$ cat config.mk
export PLATFORM = sky130hd
export DESIGN_NAME = seven_segment_scan_driver
export DESIGN_NICKNAME = d
export VERILOG_FILES = /design/src/rtl/seven_segment_scan_driver.sv
export SDC_FILE = /design/constraint.sdc
export NUM_CORES = 1
export LEC_CHECK = 0
export BUFFER_PORTS_ARGS = -buffer_cell sky130_fd_sc_hd__buf_4
export CAP_MARGIN = 25
export CORE_UTILIZATION = 40
export DETAILED_ROUTE_END_ITERATION = 10
export PLACE_DENSITY = 0.63
export RECOVER_POWER = 25
export SLEW_MARGIN = 20
export SYNTH_ARGS = -nofsm -noshare
export SYNTH_HDL_FRONTEND = slang
export SYNTH_SLANG_ARGS = --single-unit
$ cat constraint.sdc
create_clock -name clock -period 2.4 [get_ports clock]
set_input_delay 0.48 -clock clock [delete_from_list [all_inputs] [get_ports clock]]
set_output_delay 0.48 -clock clock [all_outputs]
set_load 0.005 [all_outputs]
$ cat src/rtl/seven_segment_scan_driver.sv
// ---------------------------------------------------------------------------
// seven_segment_scan_driver
//
// Time-multiplexed driver for DIGIT_COUNT common-segment seven-segment digits.
// A display word is accepted through a valid/ready handshake into a pending
// register and copied to the visible display register only at a frame
// boundary, so a frame never mixes old and new digits. One digit is scanned
// per refresh slot; the first DEAD_CYCLES of every slot keep all digits off
// to suppress ghosting. Optional leading-zero blanking.
//
// Ports:
//   clock            : single clock, rising edge
//   resetN           : synchronous active-low reset
//   value            : hex nibbles, value[3:0] is digit 0 (rightmost)
//   pointEnable      : decimal point per digit, captured with value
//   valueValid       : producer offers value/pointEnable
//   valueReady       : pending register empty, transfer will be accepted
//   leadingZeroBlank : live mode bit, blank leading zero digits
//   segmentEnableN   : active-low segments (bit0 top ... bit6 center)
//   pointEnableN     : active-low decimal point of the scanned digit
//   digitEnableN     : active-low digit select, at most one bit low
// ---------------------------------------------------------------------------
module seven_segment_scan_driver #(
    parameter int unsigned DIGIT_COUNT     = 4,
    parameter int unsigned REFRESH_DIVIDER = 50000,
    parameter int unsigned DEAD_CYCLES     = 2
) (
    input  logic                     clock,
    input  logic                     resetN,
    input  logic [4*DIGIT_COUNT-1:0] value,
    input  logic [DIGIT_COUNT-1:0]   pointEnable,
    input  logic                     valueValid,
    output logic                     valueReady,
    input  logic                     leadingZeroBlank,
    output logic [6:0]               segmentEnableN,
    output logic                     pointEnableN,
    output logic [DIGIT_COUNT-1:0]   digitEnableN
);

    localparam int unsigned VAL_W = 4 * DIGIT_COUNT;
    localparam int unsigned IDX_W = (DIGIT_COUNT > 1) ? $clog2(DIGIT_COUNT) : 1;
    localparam int unsigned PRE_W = (REFRESH_DIVIDER > 1) ? $clog2(REFRESH_DIVIDER) : 1;

    localparam logic [PRE_W-1:0] PRE_LAST = PRE_W'(REFRESH_DIVIDER - 1);
    localparam logic [IDX_W-1:0] IDX_LAST = IDX_W'(DIGIT_COUNT - 1);

    // Active-high glyph for one hex nibble.
    function automatic logic [6:0] hex_glyph(input logic [3:0] nib);
        logic [6:0] g;
        case (nib)
            4'h0:    g = 7'h3F;
            4'h1:    g = 7'h06;
            4'h2:    g = 7'h5B;
            4'h3:    g = 7'h4F;
            4'h4:    g = 7'h66;
            4'h5:    g = 7'h6D;
            4'h6:    g = 7'h7D;
            4'h7:    g = 7'h07;
            4'h8:    g = 7'h7F;
            4'h9:    g = 7'h6F;
            4'hA:    g = 7'h77;
            4'hB:    g = 7'h7C;
            4'hC:    g = 7'h39;
            4'hD:    g = 7'h5E;
            4'hE:    g = 7'h79;
            default: g = 7'h71;
        endcase
        return g;
    endfunction

    // State registers
    logic [PRE_W-1:0]       prescaler_q, prescaler_d;
    logic [IDX_W-1:0]       index_q, index_d;
    logic [VAL_W-1:0]       display_q, display_d;
    logic [DIGIT_COUNT-1:0] point_q, point_d;
    logic [VAL_W-1:0]       pending_q, pending_d;
    logic [DIGIT_COUNT-1:0] pending_point_q, pending_point_d;
    logic                   pending_full_q, pending_full_d;

    // Output registers
    logic [6:0]             seg_q, seg_d;
    logic                   dp_q, dp_d;
    logic [DIGIT_COUNT-1:0] dig_q, dig_d;

    // Combinational helpers
    logic                   wrap_c;
    logic                   frame_end_c;
    logic                   accept_c;
    logic                   dead_c;
    logic [DIGIT_COUNT-1:0] blank_c;
    logic                   zero_run_c;
    logic [3:0]             cur_nib_c;
    logic                   cur_point_c;
    logic                   cur_blank_c;
    logic [DIGIT_COUNT-1:0] cur_sel_c;

    assign valueReady = ~pending_full_q;

    // Slot and frame timing.
    always_comb begin
        wrap_c      = (prescaler_q == PRE_LAST);
        frame_end_c = wrap_c && (index_q == IDX_LAST);
        accept_c    = valueValid && !pending_full_q;
        dead_c      = (32'(prescaler_q) < DEAD_CYCLES);
    end

    // Leading-zero run from the most significant digit; digit 0 never blanks.
    always_comb begin
        blank_c    = '0;
        zero_run_c = leadingZeroBlank;
        for (int d = int'(DIGIT_COUNT) - 1; d >= 1; d--) begin
            zero_run_c = zero_run_c && (display_q[4*d +: 4] == 4'h0);
            blank_c[d] = zero_run_c;
        end
    end

    // Select the data of the digit currently being scanned.
    always_comb begin
        cur_nib_c   = 4'h0;
        cur_point_c = 1'b0;
        cur_blank_c = 1'b0;
        cur_sel_c   = '0;
        for (int d = 0; d < int'(DIGIT_COUNT); d++) begin
            if (index_q == IDX_W'(d)) begin
                cur_nib_c    = display_q[4*d +: 4];
                cur_point_c  = point_q[d];
                cur_blank_c  = blank_c[d];
                cur_sel_c[d] = 1'b1;
            end
        end
    end

    // Next-state for scan counters, handshake and display word.
    always_comb begin
        prescaler_d     = prescaler_q;
        index_d         = index_q;
        display_d       = display_q;
        point_d         = point_q;
        pending_d       = pending_q;
        pending_point_d = pending_point_q;
        pending_full_d  = pending_full_q;

        if (wrap_c) begin
            prescaler_d = '0;
            index_d     = (index_q == IDX_LAST) ? '0 : index_q + IDX_W'(1);
        end else begin
            prescaler_d = prescaler_q + PRE_W'(1);
        end

        // Consume pending at the boundary; a same-cycle transfer cannot
        // collide because acceptance requires pending to be empty.
        if (frame_end_c && pending_full_q) begin
            display_d      = pending_q;
            point_d        = pending_point_q;
            pending_full_d = 1'b0;
        end

        if (accept_c) begin
            pending_d       = value;
            pending_point_d = pointEnable;
            pending_full_d  = 1'b1;
        end
    end

    // Output decode: one cycle behind the scan state.
    always_comb begin
        seg_d = cur_blank_c ? 7'h7F : ~hex_glyph(cur_nib_c);
        dp_d  = ~cur_point_c;
        dig_d = dead_c ? '1 : ~cur_sel_c;
    end

    always_ff @(posedge clock) begin
        if (!resetN) begin
            prescaler_q     <= '0;
            index_q         <= '0;
            display_q       <= '0;
            point_q         <= '0;
            pending_q       <= '0;
            pending_point_q <= '0;
            pending_full_q  <= 1'b0;
            seg_q           <= 7'h7F;
            dp_q            <= 1'b1;
            dig_q           <= '1;
        end else begin
            prescaler_q     <= prescaler_d;
            index_q         <= index_d;
            display_q       <= display_d;
            point_q         <= point_d;
            pending_q       <= pending_d;
            pending_point_q <= pending_point_d;
            pending_full_q  <= pending_full_d;
            seg_q           <= seg_d;
            dp_q            <= dp_d;
            dig_q           <= dig_d;
        end
    end

    assign segmentEnableN = seg_q;
    assign pointEnableN   = dp_q;
    assign digitEnableN   = dig_q;

endmodule

==> results by group, run 1 <==
Routing
  – Drt via density: between 4 and 5
  – Total wire length: around 6000 µm
  – DRT iter0 DRCs: a little over 50
  – Vias: around 2.4k
  – DRT antenna net count: 0
  – DR WL/cell: 12.4 µm
  – Drt drc: 0
  – Drt pass-1 iters: 4

Worst setup path
  – Crit-path max FO: 7
  – Largest delay share family, worst path: adder cells
  – Worst path arrival time: 2.43 ns
  – CP required: between 2 and 3 ns
  – Critical path launch point type: register
  – Critical path's largest stage delay: 0.37 ns
  – CP max-delay cell: dfxtp_1
  – Crit. End Element: register
  – Worst path cell trace: inv_1 -> ha_1 -> nor2b_1 -> a22oi_1 -> a221oi_2 -> inv_1 -> ha_1 -> mux2i_1 -> mux2_2 -> nand2_1
  – Critical path class: register to register
  – Buf/Inv on CP: 2

Finish
  – Share of cells above drive strength 1: 18.5%
  – Antenna Cells: 0
  – Fill count: 743
  – Finished Core Util: 50.3%
  – Final Cell Area: approximately 3700 µm²
  – Area growth, synth to finish: 20.7%
  – Fin nets: 420

Synthesis
  – #FFs+latches synth: 71
  – Dominant synthesized flop cell: dfxtp_1
  – Top cells by area, synth: dfxtp_1 (47%), nand2_1 (8.0%), mux2i_1 (6.9%)
  – Commonest cells post-synth: dfxtp_1 (71), nand2_1 (65), nor2_1 (42)
  – Post-synth top area cell: dfxtp_1
  – Most common cell in the netlist: dfxtp_1
  – EDFF count, synth: 0
  – Mapped cell area: about 3000 µm²
  – Synth Net Count: 379
  – Seq/Total Area, Yosys: between 40% and 50%
  – Yosys cell types: between 40 and 50
  – Mapped Avg Cell Area: 8.86 µm²
  – Synth warn: 0
  – Post-Synthesis Cells: between 300 and 400
  – Synth top area share: roughly 47%
  – Post-synth ARST share: 0%

Pwr
  – Power Density: 652 nW/µm²
  – VDD IR max: between 0.0004 and 0.0005 V
  – Comb power frac: around 4.9%
  – Clock share of power: a little over two fifths
  – Int Pwr: around 1900 µW
  – Lkg Pwr: between 0.0015 and 0.002 µW
  – Switching power: about 510 µW
  – Sequential Power Share: about half
  – Sw frac: 21.3%

GRT
  – Pin count of the biggest net entering global routing: 40
  – Initial antenna violation count: 0
  – Met3 GRT Util: ~3.6%
  – GR Util met1: around 22%
  – M2 GR Usage: roughly a quarter
  – Global route hottest layer: met2
  – Global-route wire length before repair: slightly above 10000 µm
  – Global route total overflow: 0
  – GR Util All Layers: approximately 17%
  – Vias in the first global route: 2215

Place
  – Detailed placement HPWL: 4300 µm
  – Placed Area: roughly 3400 µm²
  – GPL Wtd Cong: about 0.82
  – Buffers on Ports: 36

Clock network
  – CTS max path bufs: 2
  – Hold_buf cts: 0
  – Clock Tree Root: clkbuf_8
  – H-tree Lvls: 3
  – Setup bufs post-CTS: 0
  – CTS Sinks: around 70
  – Clock transition at the registers of the reported paths: approximately 0.070 ns
  – Total CTS buffers: 9
  – CTS tree: built
  – Clk_lat worst skew: roughly 0.34 ns
  – Resized Gates After CTS: 0

STA
  – Slew @ Worst Pin: between 0.6 and 0.7 ns
  – Final Setup Violations: 0
  – TNS Setup: 0 ns
  – Clock skew after layout: slightly above 0.009 ns
  – Slew Limit Fails: 0
  – Final hold slack: between 0.3 and 0.4 ns
  – Crit share post-route: just over 90%
  – Final min period: roughly 2.2 ns
  – Final hold viol count: 0
  – Slew Limit Headroom: 56.1%
  – Fmax: 450 MHz
  – RSZ-0062 raised after global routing: false

Die
  – Die ar.: 7950 µm²
  – Io pins: 37
  – Starting Density: a little over two fifths
  – # rows: 31
  – Die Ht: 89.2 µm
  – Std-Cell Core Area: between 7000 and 8000 µm²
  – DIE WIDTH: approximately 89 µm

Status
  – Outcome: finished, final reports clean

Flow run
  – MaxCap Viol Count: 0

Min path
  – Hold Crit Class: input pin to register
==> power groups by stage <==
stage	Clock [µW]	Sequential (µW)	Combinational (µW)
after global placement	0	1250	119
after floorplan	0	1250	63.3
after CTS	1080	1230	121
after detailed placement	0	1250	120
final	1050	1230	118
after global routing	1130	1230	134
==> final cells by class <==
cell class	count	area (µm²)	share of cell area [%]
multi-input combinational	246	1520	41.3
timing repair buffer	46	345	9.41
tap	99	124	3.38
inverter	10	37.5	1.02
sequential	71	1420	38.8
clock inverter	5	81.3	2.22
clock buffer	11	141	3.85
==> path summary, 6_finish.rpt <==
path / slack [ns] / end / start / cells after the start
hold / removal: 0.38 / pending_q[15] / value[15] / 3
setup / recovery: 0.18 / segmentEnableN[3] / index_q[1] / 10
hold reg to reg: 0.46 / pending_q[7] / pending_q[7] / 2
setup reg to reg: 0.18 / segmentEnableN[3] / index_q[1] / 10
==> worst reg2reg max path: cells and delay by family (launching register included) <==
family          cells  cell delay, ns
compound gates      2            0.40
fa+ha+maj           2            0.59
buf+inv             2            0.22
flops               1            0.37
mux                 2            0.30
simple gates        2            0.22
==> cell usage in the layout, fill, tap and decap left out, types with 4 or more instances in the layout <==
cell type | synthesis | final
nor2b_1 | 5 | 5
nor4_1 | 5 | 5
nand4_1 | 4 | 4
o21ai_0 | 6 | 6
a21oi_1 | 26 | 26
dfxtp_1 | 71 | 70
o221ai_1 | 4 | 4
nor3b_1 | 4 | 4
clkbuf_8 | 0 | 10
mux2i_1 | 21 | 21
nor2_1 | 42 | 42
nand3_1 | 7 | 7
xnor2_1 | 7 | 7
xor2_1 | 7 | 7
nand2_1 | 65 | 65
ha_1 | 12 | 11
inv_1 | 10 | 10
buf_4 | 1 | 34
clkbuf_4 | 0 | 12
==> registers in the layout, indices dropped and copies added (netlist names) <==
name             count
pending_point_q      4
digitEnableN         4
pending_q           16
display_q           16
prescaler_q         16
index_q              2
pending_full_q       1
pointEnableN         1
point_q              4
segmentEnableN       7
==> cells by family (layout without fill, tap and decap cells) <==
| kind of cell | count (synthesis) | after routing | synth area share, % |
|---|---|---|---|
| AND/OR/NAND/NOR | 150 | 150 | 23.2 |
| flip-flops | 71 | 71 | 46.8 |
| AO/OA/AOI/OAI | 48 | 48 | 10.1 |
| buffers and inverters | 26 | 72 | 3.62 |
| multiplexers | 22 | 22 | 7.29 |
| XOR/XNOR | 14 | 14 | 4.03 |
| adder cells (fa/ha/maj) | 12 | 12 | 4.94 |
==> routing by layer <==
| layer | wire length [µm] | share of wire, % | vias up |
|---|---|---|---|
| li1 | - | - | 1245 |
| met1 | 3000 | 50 | 1107 |
| met2 | 2770 | 46 | 50 |
| met3 | 209 | 3.5 | 8 |
| met4 | 60 | 0.99 | 0 |
| met5 | 0 | 0 | - |
==> per-stage QoR <==
stage / worst slack (ns) / instances / power (µW)
finish: 0.180 / 488 / 2390
global route: 0.000326 / 488 / 2490
CTS: 0.169 / 488 / 2420
detailed placement: 0.189 / 472 / 1370
global placement: 0.278 / 472 / 1370
floorplan: 0.0964 / 343 / 1310
No activity file was read; power rests on OpenSTA's default activity.
==> run 2: changes to the inputs <==
--- a/config.mk
+++ b/config.mk
@@ -11,6 +11,7 @@
 export DETAILED_ROUTE_END_ITERATION = 10
 export PLACE_DENSITY = 0.63
 export RECOVER_POWER = 25
+export REMOVE_ABC_BUFFERS = 1
 export SLEW_MARGIN = 20
 export SYNTH_ARGS = -nofsm -noshare
 export SYNTH_HDL_FRONTEND = slang
==> run 2 against run 1 <==
  * Cell area up 1.6%
  * Global-route usage up 0.55 points
  * Wire length up 3.1%
  * Register-to-register slack about the same
  * Critical path depth up 1
  * First-iteration DRC count up 37%
  * Die area unchanged
  * Count of clock-buffer cells in the layout unchanged
  * Clock power up 13%
  * Final cell count unchanged
==> results by group, run 2 (same netlist as run 1, synthesis figures left out) <==
Worst setup path
  – Worst path arrival time: roughly 2.4 ns
  – Crit-path max FO: 5
  – Reg2reg end: segmentEnableN[1]
  – Flop2flop setup slack: ~0.18 ns
  – Worst path cell trace: inv_1 -> ha_1 -> nor2b_1 -> a221oi_1 -> o31ai_1 -> buf_4 -> ha_1 -> inv_1 -> nor2_1 -> o21ai_0 -> o211ai_1
  – Crit. End Element: register
  – Critical path's largest stage delay: approximately 0.4 ns
  – Critical path class: register to register
  – CP max-delay cell: dfxtp_1
  – Critical Path Start: index_q[0]
  – Reg2Reg Depth: 11
  – CP required: ~2.6 ns
  – Critical path launch point type: register
  – Worst flop-to-flop path startpoint: index_q[0]

Die
  – Starting Density: a little over two fifths
  – Die ar.: ~8000 µm²
  – Die Ht: approximately 90 µm
  – DIE WIDTH: 89.2 µm
  – # rows: 31
  – Std-Cell Core Area: approximately 7300 µm²
  – Io pins: 37

Min path
  – Worst Hold Depth: 2
  – WHS Endpoint: pending_full_q
  – Worst Min Path Start: valueValid
  – Hold Crit Class: input pin to register

Routing
  – DRT antenna net count: 0
  – DRT iter0 DRCs: 70
  – Drt drc: 0
  – Drt via density: 4.88
  – Drt pass-1 iters: 4
  – Total wire length: roughly 6200 µm
  – Vias: between 2k and 2.5k
  – DR WL/cell: about 13 µm

Finish
  – Antenna Cells: 0
  – Commonest cells after routing, fill and taps aside: dfxtp_1 (70), nand2_1 (65), nor2_1 (42)
  – Fin nets: 420
  – Top Registers: display_q: 16 flops, pending_q: 16 flops, prescaler_q: 16 flops
  – Share of cells above drive strength 1: about a fifth
  – Area growth, synth to finish: 22.6%
  – Final Cell Area: 3730 µm²
  – Fill count: 725
  – Most common cell after layout, fill and taps aside: dfxtp_1
  – Area of the multi-input gates: 1530 µm²
  – Register area: 1420 µm²

Pwr
  – VDD IR max: ~0.00035 V
  – Overall Power: between 2000 and 3000 µW
  – Power Density: a little under 700 nW/µm²
  – Lkg Pwr: 0.00160 µW

Clock network
  – Total CTS buffers: 9
  – CTS Sinks: just over 70
  – Clock transition at the registers of the reported paths: approximately 0.080 ns
  – CTS tree: built
  – H-tree Lvls: 3
  – Clock Tree Root: clkbuf_8
  – CTS max path bufs: 2
  – Setup bufs post-CTS: 0
  – Clk_lat worst skew: around 0.35 ns

STA
  – Final min period: roughly 2.2 ns
  – Final Setup Violations: 0
  – TNS Setup: 0 ns
  – Clock skew after layout: around 0.0095 ns
  – RSZ-0062 raised after global routing: false
  – Slew Limit Headroom: 50.1%
  – Slew @ Worst Pin: approximately 0.75 ns
  – Crit share post-route: between 90% and 100%
  – Final hold viol count: 0
  – Fmax: between 400 and 500 MHz
  – Slew Limit Fails: 0

Status
  – Outcome: finished, final reports clean

Flow run
  – MaxCap Viol Count: 0

Place
  – Placed Area: approximately 3400 µm²
  – Buffers on Ports: 36
  – Detailed placement HPWL: roughly 4200 µm
  – GPL Wtd Cong: between 0.8 and 0.9

GRT
  – Global-route wire length before repair: 10400 µm
  – Global route total overflow: 0
  – Vias in the first global route: about 2.2k
  – GR Util All Layers: 17.4%
  – Pin count of the biggest net entering global routing: 28
  – Initial antenna violation count: 0
[run 2: changes by cell type in the layout (fill, tap and decap cells not counted)]
cell	change
buf_4	-2
inv_1	-2
buf_12	+1
bufinv_16	+1
clkbuf_8	+1
ha_1	-1
ha_4	+1
inv_2	+1
[run 2: how the worst max path moves through the flow]
stage                     cells past startpoint                 to  slack [ns]
after floorplan                              10  segmentEnableN[3]        0.05
after global placement                       10  segmentEnableN[3]        0.19
after detailed placement                     10  segmentEnableN[3]        0.03
after CTS                                    10  segmentEnableN[3]        0.01
after global routing                          7  segmentEnableN[0]        0.02
final                                        11  segmentEnableN[1]        0.18
[run 2: what timing repair did]
item | in CTS | in global routing
hold buffers | 0 | 0
setup endpoints to repair | 0 | 6
resized for setup | 0 | 7
[run 2: report_power, final]
part / switching, µW / total, µW / internal (µW)
Clock: 448 / 1190 / 747
Sequential: 17.0 / 1230 / 1210
Combinational: 62.0 / 118 / 56.3
Total: 527 / 2540 / 2010
[run 2: through the flow]
stage | setup WS [ns] | utilization, % | instances | hold WS, ns
after floorplan | 0.0500 | - | 327 | 0.430
after global placement | 0.195 | 47.3 | 472 | 0.445
after detailed placement | 0.0321 | 47.3 | 472 | 0.449
after CTS | 0.0121 | 50.8 | 488 | 0.348
after global routing | 0.0213 | 51.1 | 488 | 0.344
final | 0.182 | 51.1 | 488 | 0.359
[run 2: critical path, delay by kind of cell, from the launching register on]
family / cells / cell delay, ns
AO/OA/AOI/OAI: 4 / 0.68
adder cells (fa/ha/maj): 2 / 0.41
flip-flops: 1 / 0.40
buffers and inverters: 3 / 0.37
AND/OR/NAND/NOR: 2 / 0.20
[run 2: cell type report]
class	instances	share of cell area, %
timing repair buffer	46	9.50
clock inverter	5	2.79
tap	99	3.32
inverter	10	1.11
clock buffer	11	4.06
multi-input combinational	246	41.0
sequential	71	38.2
[run 2: layer usage]
layer | wire [µm] | GRT usage (%) | share of wire [%]
met1 | 3020 | 21.3 | 48
met2 | 2880 | 28.3 | 46
met3 | 226 | 5.08 | 3.6
met4 | 98 | 7.79 | 1.6
met5 | 0 | 0 | 0
